$ cat config.mk
export PLATFORM = sky130hd
export DESIGN_NAME = systolic_ctrl
export DESIGN_NICKNAME = d
export VERILOG_FILES = /design/src/rtl/systolic_ctrl.sv
export SDC_FILE = /design/constraint.sdc
export NUM_CORES = 1
export LEC_CHECK = 0
export BUFFER_PORTS_ARGS = -buffer_cell sky130_fd_sc_hd__buf_2
export CAP_MARGIN = 20
export CELL_PAD_IN_SITES_DETAIL_PLACEMENT = 0
export CELL_PAD_IN_SITES_GLOBAL_PLACEMENT = 1
export CORE_MARGIN = 2
export CORE_UTILIZATION = 27
export DETAILED_ROUTE_END_ITERATION = 12
export PLACE_DENSITY = 0.5
export SLEW_MARGIN = 20
export SYNTH_ARGS = -nofsm -noshare
export SYNTH_HDL_FRONTEND = slang
export SYNTH_SLANG_ARGS = --single-unit
$ cat constraint.sdc
create_clock -name clk -period 3.04 [get_ports clk]
set_input_delay 0.152 -clock clk [delete_from_list [all_inputs] [get_ports clk]]
set_output_delay 0.152 -clock clk [all_outputs]
set_load 0.01 [all_outputs]
$ cat src/rtl/systolic_ctrl.sv
// Controller for a 4x4 systolic multiply array: operand buffers, skewed feed, row readout.
// Optional completed-job counter enabled by defining SYSCTRL_JOBCNT_EN.
module systolic_ctrl (
    input  logic        clk,
    input  logic        rst_b,
    input  logic        start,
    input  logic        a_wr_en,
    input  logic [3:0]  a_wr_addr,
    input  logic [7:0]  a_wr_data,
    input  logic        b_wr_en,
    input  logic [3:0]  b_wr_addr,
    input  logic [7:0]  b_wr_data,
    output logic [7:0]  a1in,
    output logic [7:0]  a2in,
    output logic [7:0]  a3in,
    output logic [7:0]  a4in,
    output logic [7:0]  b1in,
    output logic [7:0]  b2in,
    output logic [7:0]  b3in,
    output logic [7:0]  b4in,
    output logic        input_en,
    output logic        output_en,
    output logic        arr_rst_b,
    input  logic [63:0] accout,
    output logic        busy,
    output logic        done,
    output logic        row_valid,
    output logic [1:0]  row_idx,
    output logic [63:0] row_data,
    output logic [15:0] job_cnt
);

    typedef enum logic [2:0] {
        ST_IDLE  = 3'd0,
        ST_CLEAR = 3'd1,
        ST_FEED  = 3'd2,
        ST_READ  = 3'd3,
        ST_DONE  = 3'd4
    } state_t;

    state_t            state_q, state_d;
    logic [3:0]        phase_q, phase_d;
    logic [15:0][7:0]  a_buf_q, a_buf_d;
    logic [15:0][7:0]  b_buf_q, b_buf_d;
    logic [3:0][7:0]   a_feed_q, a_feed_d;
    logic [3:0][7:0]   b_feed_q, b_feed_d;
    logic              input_en_q, input_en_d;
    logic              output_en_q, output_en_d;
    logic              arr_rst_b_q, arr_rst_b_d;
    logic              busy_q, busy_d;
    logic              done_q, done_d;
    logic              row_valid_q, row_valid_d;
    logic [1:0]        row_idx_q, row_idx_d;
    logic [63:0]       row_data_q, row_data_d;

    // Next-state and phase-counter sequencing.
    always_comb begin
        state_d = state_q;
        phase_d = phase_q;
        case (state_q)
            ST_IDLE: begin
                if (start) begin
                    state_d = ST_CLEAR;
                    phase_d = 4'd0;
                end else begin
                    phase_d = 4'd0;
                end
            end
            ST_CLEAR: begin
                state_d = ST_FEED;
                phase_d = 4'd0;
            end
            ST_FEED: begin
                if (phase_q == 4'd9) begin
                    state_d = ST_READ;
                    phase_d = 4'd0;
                end else begin
                    phase_d = phase_q + 4'd1;
                end
            end
            ST_READ: begin
                if (phase_q == 4'd3) begin
                    state_d = ST_DONE;
                    phase_d = 4'd0;
                end else begin
                    phase_d = phase_q + 4'd1;
                end
            end
            ST_DONE: begin
                state_d = ST_IDLE;
                phase_d = 4'd0;
            end
            default: begin
                state_d = ST_IDLE;
                phase_d = 4'd0;
            end
        endcase
    end

    // Operand buffer writes, accepted only while idle.
    always_comb begin
        a_buf_d = a_buf_q;
        b_buf_d = b_buf_q;
        if (a_wr_en && (state_q == ST_IDLE)) begin
            a_buf_d[a_wr_addr] = a_wr_data;
        end else begin
            a_buf_d = a_buf_q;
        end
        if (b_wr_en && (state_q == ST_IDLE)) begin
            b_buf_d[b_wr_addr] = b_wr_data;
        end else begin
            b_buf_d = b_buf_q;
        end
    end

    // Outputs are decoded from the upcoming state so they register in step with it.
    // Row i of A and column j of B enter skewed by i (j) cycles.
    always_comb begin
        busy_d      = (state_d != ST_IDLE);
        input_en_d  = (state_d == ST_FEED);
        output_en_d = (state_d == ST_READ);
        arr_rst_b_d = (state_d != ST_CLEAR);
        done_d      = (state_d == ST_DONE);
        for (int i = 0; i < 4; i++) begin
            a_feed_d[i] = 8'h00;
            b_feed_d[i] = 8'h00;
            if ((state_d == ST_FEED) && (phase_d >= 4'(i)) && ((phase_d - 4'(i)) <= 4'd3)) begin
                a_feed_d[i] = a_buf_q[{2'(i), 2'(phase_d - 4'(i))}];
                b_feed_d[i] = b_buf_q[{2'(phase_d - 4'(i)), 2'(i)}];
            end else begin
                a_feed_d[i] = 8'h00;
                b_feed_d[i] = 8'h00;
            end
        end
    end

    // The array presents row r during READ cycle r; capture it at the end of that cycle.
    always_comb begin
        row_valid_d = 1'b0;
        row_idx_d   = row_idx_q;
        row_data_d  = row_data_q;
        if (state_q == ST_READ) begin
            row_valid_d = 1'b1;
            row_idx_d   = phase_q[1:0];
            row_data_d  = accout;
        end else begin
            row_valid_d = 1'b0;
        end
    end

    // Controller state, buffers and registered outputs.
    always_ff @(posedge clk or negedge rst_b) begin
        if (!rst_b) begin
            state_q     <= ST_IDLE;
            phase_q     <= 4'd0;
            a_buf_q     <= '0;
            b_buf_q     <= '0;
            a_feed_q    <= '0;
            b_feed_q    <= '0;
            input_en_q  <= 1'b0;
            output_en_q <= 1'b0;
            arr_rst_b_q <= 1'b0;
            busy_q      <= 1'b0;
            done_q      <= 1'b0;
            row_valid_q <= 1'b0;
            row_idx_q   <= 2'd0;
            row_data_q  <= 64'd0;
        end else begin
            state_q     <= state_d;
            phase_q     <= phase_d;
            a_buf_q     <= a_buf_d;
            b_buf_q     <= b_buf_d;
            a_feed_q    <= a_feed_d;
            b_feed_q    <= b_feed_d;
            input_en_q  <= input_en_d;
            output_en_q <= output_en_d;
            arr_rst_b_q <= arr_rst_b_d;
            busy_q      <= busy_d;
            done_q      <= done_d;
            row_valid_q <= row_valid_d;
            row_idx_q   <= row_idx_d;
            row_data_q  <= row_data_d;
        end
    end

`ifdef SYSCTRL_JOBCNT_EN
    logic [15:0] job_cnt_q, job_cnt_d;

    // Saturating count of jobs, bumped as the done pulse is registered.
    always_comb begin
        job_cnt_d = job_cnt_q;
        if (done_d && (job_cnt_q != 16'hFFFF)) begin
            job_cnt_d = job_cnt_q + 16'd1;
        end else begin
            job_cnt_d = job_cnt_q;
        end
    end

    // Job counter register.
    always_ff @(posedge clk or negedge rst_b) begin
        if (!rst_b) begin
            job_cnt_q <= 16'd0;
        end else begin
            job_cnt_q <= job_cnt_d;
        end
    end

    assign job_cnt = job_cnt_q;
`else
    assign job_cnt = 16'h0000;
`endif

    assign a1in      = a_feed_q[0];
    assign a2in      = a_feed_q[1];
    assign a3in      = a_feed_q[2];
    assign a4in      = a_feed_q[3];
    assign b1in      = b_feed_q[0];
    assign b2in      = b_feed_q[1];
    assign b3in      = b_feed_q[2];
    assign b4in      = b_feed_q[3];
    assign input_en  = input_en_q;
    assign output_en = output_en_q;
    assign arr_rst_b = arr_rst_b_q;
    assign busy      = busy_q;
    assign done      = done_q;
    assign row_valid = row_valid_q;
    assign row_idx   = row_idx_q;
    assign row_data  = row_data_q;

endmodule
==> impl_metrics.ini <==
[power_and_ir_drop]
power.sequential.fraction_pct = 34.2
total_power_mw = 23.0
total_leakage_power_nw = 11.1
irDropWorstVdd_uv = 997
p_switching_mw = 8.10
p_comb_share_pct = 40.7
intPower_mw = 14.9
clock_power_share_pct = 25.1
power_density_mw_per_mm2 = 1050
switching_share_pct = 35.3

[global_route]
grt_antenna_before_repair = 0
grt-ovfl-total = 0
grt_start_max_net_pins = 90
first_global_vias = 11700
grt_pass1_wl_um = 72900
overall_routing_resource_usage_pct = 14.4

[finish]
final_layout_size_suffix_gt1_share_pct = 40.7
final-instance-count-excl-fill = 2542
layout_commonest_cell = sky130_fd_sc_hd__dfrtp_1
num-nets-final = 1760
fill_cells = 6330
post-route-cell-area_mm2 = 0.0220
area_growth_syn_to_layout_pct = 28.2
antennaDiodeCount = 0
mostFrequentLayoutCells = sky130_fd_sc_hd__dfrtp_1, sky130_fd_sc_hd__mux2_2, sky130_fd_sc_hd__buf_2, sky130_fd_sc_hd__nand2_1, sky130_fd_sc_hd__nor2b_1
final_util_pct = 34.9

[drt]
drtAntennaViolNets = 0
detail_route.wl_per_cell_um = 18.6
vias = 11200
drtPass1Iterations = 4
via_cell_ratio = 4.42
dr.first_iter.drc_count = 398
route.detailed.drc = 0
finalWirelength_um = 47200

[min_path]
timing.hold.worst.start = a_wr_data[3]
hold_class = in -> reg

[critical_path]
critical_path.max_fanout = 8
startpoint = phase_q[0]
cp_data_required_time_ps = 3580
crit_path_cell_trace = ha_4 -> or3b_4 -> a22oi_4 -> or2_4 -> buf_4 -> ha_1 -> nor2b_2 -> o21a_1 -> o32ai_2 -> nand4_1 -> buf_4 -> buf_12 -> and2b_1
crit-reg2reg-launch = phase_q[0]
longest_individual_stage_delay_on_the_worst_path_ps = 440
path_class = reg -> reg
worstSetupStartpointType = flop
worst_path_max_delay_cell = sky130_fd_sc_hd__dfrtp_2
cp-end-kind = flop
wp_data_arrival_ps = 3390
crit_top_cell = sky130_fd_sc_hd__buf_4

[sta]
finalHoldViolations = 0
final_critical_path_share_of_the_clock_period_pct = 93.8
layout_setup_ws_ps = 190
setup_repair_after_global_routing_missed_its_margin = false
report.final.slew_viol_count = 0
final.hold.worst_slack_ps = 101
layout_min_cycle_time_ps = 2850
fin_worst_skew_ps = 28.1
timing.slew.headroom_pct = 43.2
clock.fmax_ghz = 0.351
finalSetupViolCount = 0
worstMarginPinSlew_ps = 852
fin_setup_tns_ps = 0

[place]
place.gp.congestion = 0.766
dp_hpwl_um = 30600
postPlaceCellArea_mm2 = 0.0196
cell_count_after_placement = 2387
io_buf_count = 228
place_ws_ps = -56.9

[yosys]
post_synth_instance_area_mm2 = 0.0171
yosys_warnings = 0
ys_async_sr_fraction_pct = 100
synth_area_leader_cell = sky130_fd_sc_hd__dfrtp_1
average_cell_area_after_synthesis_um2 = 12.9
ys_ff_latch = 399
synthDistinctLibCells = 60
ys_flop_type = sky130_fd_sc_hd__dfrtp_1
synth_sequential_area_ratio_pct = 58.3
synthTopCellsByArea = sky130_fd_sc_hd__dfrtp_1, sky130_fd_sc_hd__mux2_2, sky130_fd_sc_hd__nand2_1, sky130_fd_sc_hd__mux4_2, sky130_fd_sc_hd__nor2b_1
postSynthCellCount = 1322
number_of_enable_type_register_cells_in_the_synthesized_netlist = 0
post-synth-top-area-fraction_pct = 58.3

[floorplanning]
ios = 245
row_count = 92
floorplan.initialDensity_pct = 27.2
die_height_um = 256
fp.dieArea_mm2 = 0.0654
floorplan.die.width_um = 256
core_mm2 = 0.0629

[clocking]
largest_buffer_count_on_any_clock_path = 3
clock_tree_from_tritoncts = yes
clkLatencyLatePin_ps = 600
cts-buffers-inserted = 47
cts.htree.levels = 2
clock-sinks = 399
clkTransAtPathRegs_ps = 60
cts_root_buffer = sky130_fd_sc_hd__clkbuf_16

[run_status]
outcome = finished clean

[flow_run]
max_cap_viol_count = 0
==> power by group through the flow <==
| stage | sequential [mW] | clock, mW | combinational, mW |
|---|---|---|---|
| floorplan | 8.06 | 0 | 5.75 |
| global placement | 7.92 | 0 | 9.20 |
| detailed placement | 7.96 | 0 | 9.23 |
| CTS | 7.87 | 5.99 | 9.35 |
| global route | 8.08 | 6.18 | 10.3 |
| finish | 7.85 | 5.76 | 9.35 |
==> cell families after synthesis <==
kind of cell / share of synthesized area (%)
adders and majority gates: 0.512
AOI/OAI and AO/OA: 4.20
other: 0.0219
muxes: 22.0
DFF: 58.3
xor gates and xnor gates: 0.249
and+or+nand+nor: 11.6
buffers and inverters: 3.08
==> cells in the mapped netlist (all sizes together), types with 8 or more instances <==
master   number
nor2b        69
and3         21
mux2i        16
mux4         32
buf          46
mux2        256
nor3         25
nand2       223
a2111oi      16
and2b         9
o211a        16
nor2         45
inv           8
dfrtp       399
o21ai        20
clkbuf       50
a2bb2oi      16
==> per-layer routing <==
layer  global-route usage, %  wire, um
met4                    4.92      1260
met2                    24.3     22900
met1                    18.9     21500
met3                    2.13      1510
met5                       0         0
==> worst paths after layout <==
kind                                 to  slack, ps  cells after the start
setup / recovery                a2in[7]        190                     13
hold / removal              a_buf_q[19]        100                      2
setup reg to reg                a2in[7]        190                     13
hold reg to reg            row_data[40]        470                      2
max in group asynchronous       b3in[2]       1890                      4
min in group asynchronous  row_data[21]        160                      2
==> critical path: cells and delay by family, from the launching register on <==
kind / cells / cell delay (ps)
fa+ha+maj: 2 / 360
buf+inv: 3 / 460
flops: 1 / 440
compound gates: 3 / 540
simple gates: 5 / 980
==> registers in the layout (all words and copies together), names as in the netlist <==
signal     cells
a1in           8
a2in           8
a3in           8
a4in           8
a_buf_q      128
arr_rst_b      1
b1in           8
b2in           8
b3in           8
b4in           8
b_buf_q      128
busy           1
done           1
input_en       1
output_en      1
phase_q        4
row_data      64
row_idx        2
row_valid      1
state_q        3
==> what timing repair did <==
action,4_1_cts,5_1_grt
resized for setup,1,5
gates cloned,0,1
setup buffers,0,3
pin swaps,0,2
hold endpoints to repair,145,0
hold buffers,66,0
setup endpoints to repair,8,46
==> final cells by class <==
type | count | area [um^2] | share of cell area (%)
clock buffer | 72 | 1370 | 6.24
clock inverter | 13 | 211 | 0.963
inverter | 8 | 35.0 | 0.160
multi-input combinational | 834 | 6730 | 30.7
sequential | 399 | 9990 | 45.5
tap | 846 | 1060 | 4.82
timing repair buffer | 370 | 2560 | 11.7
Power figures use the tool's default switching activity.
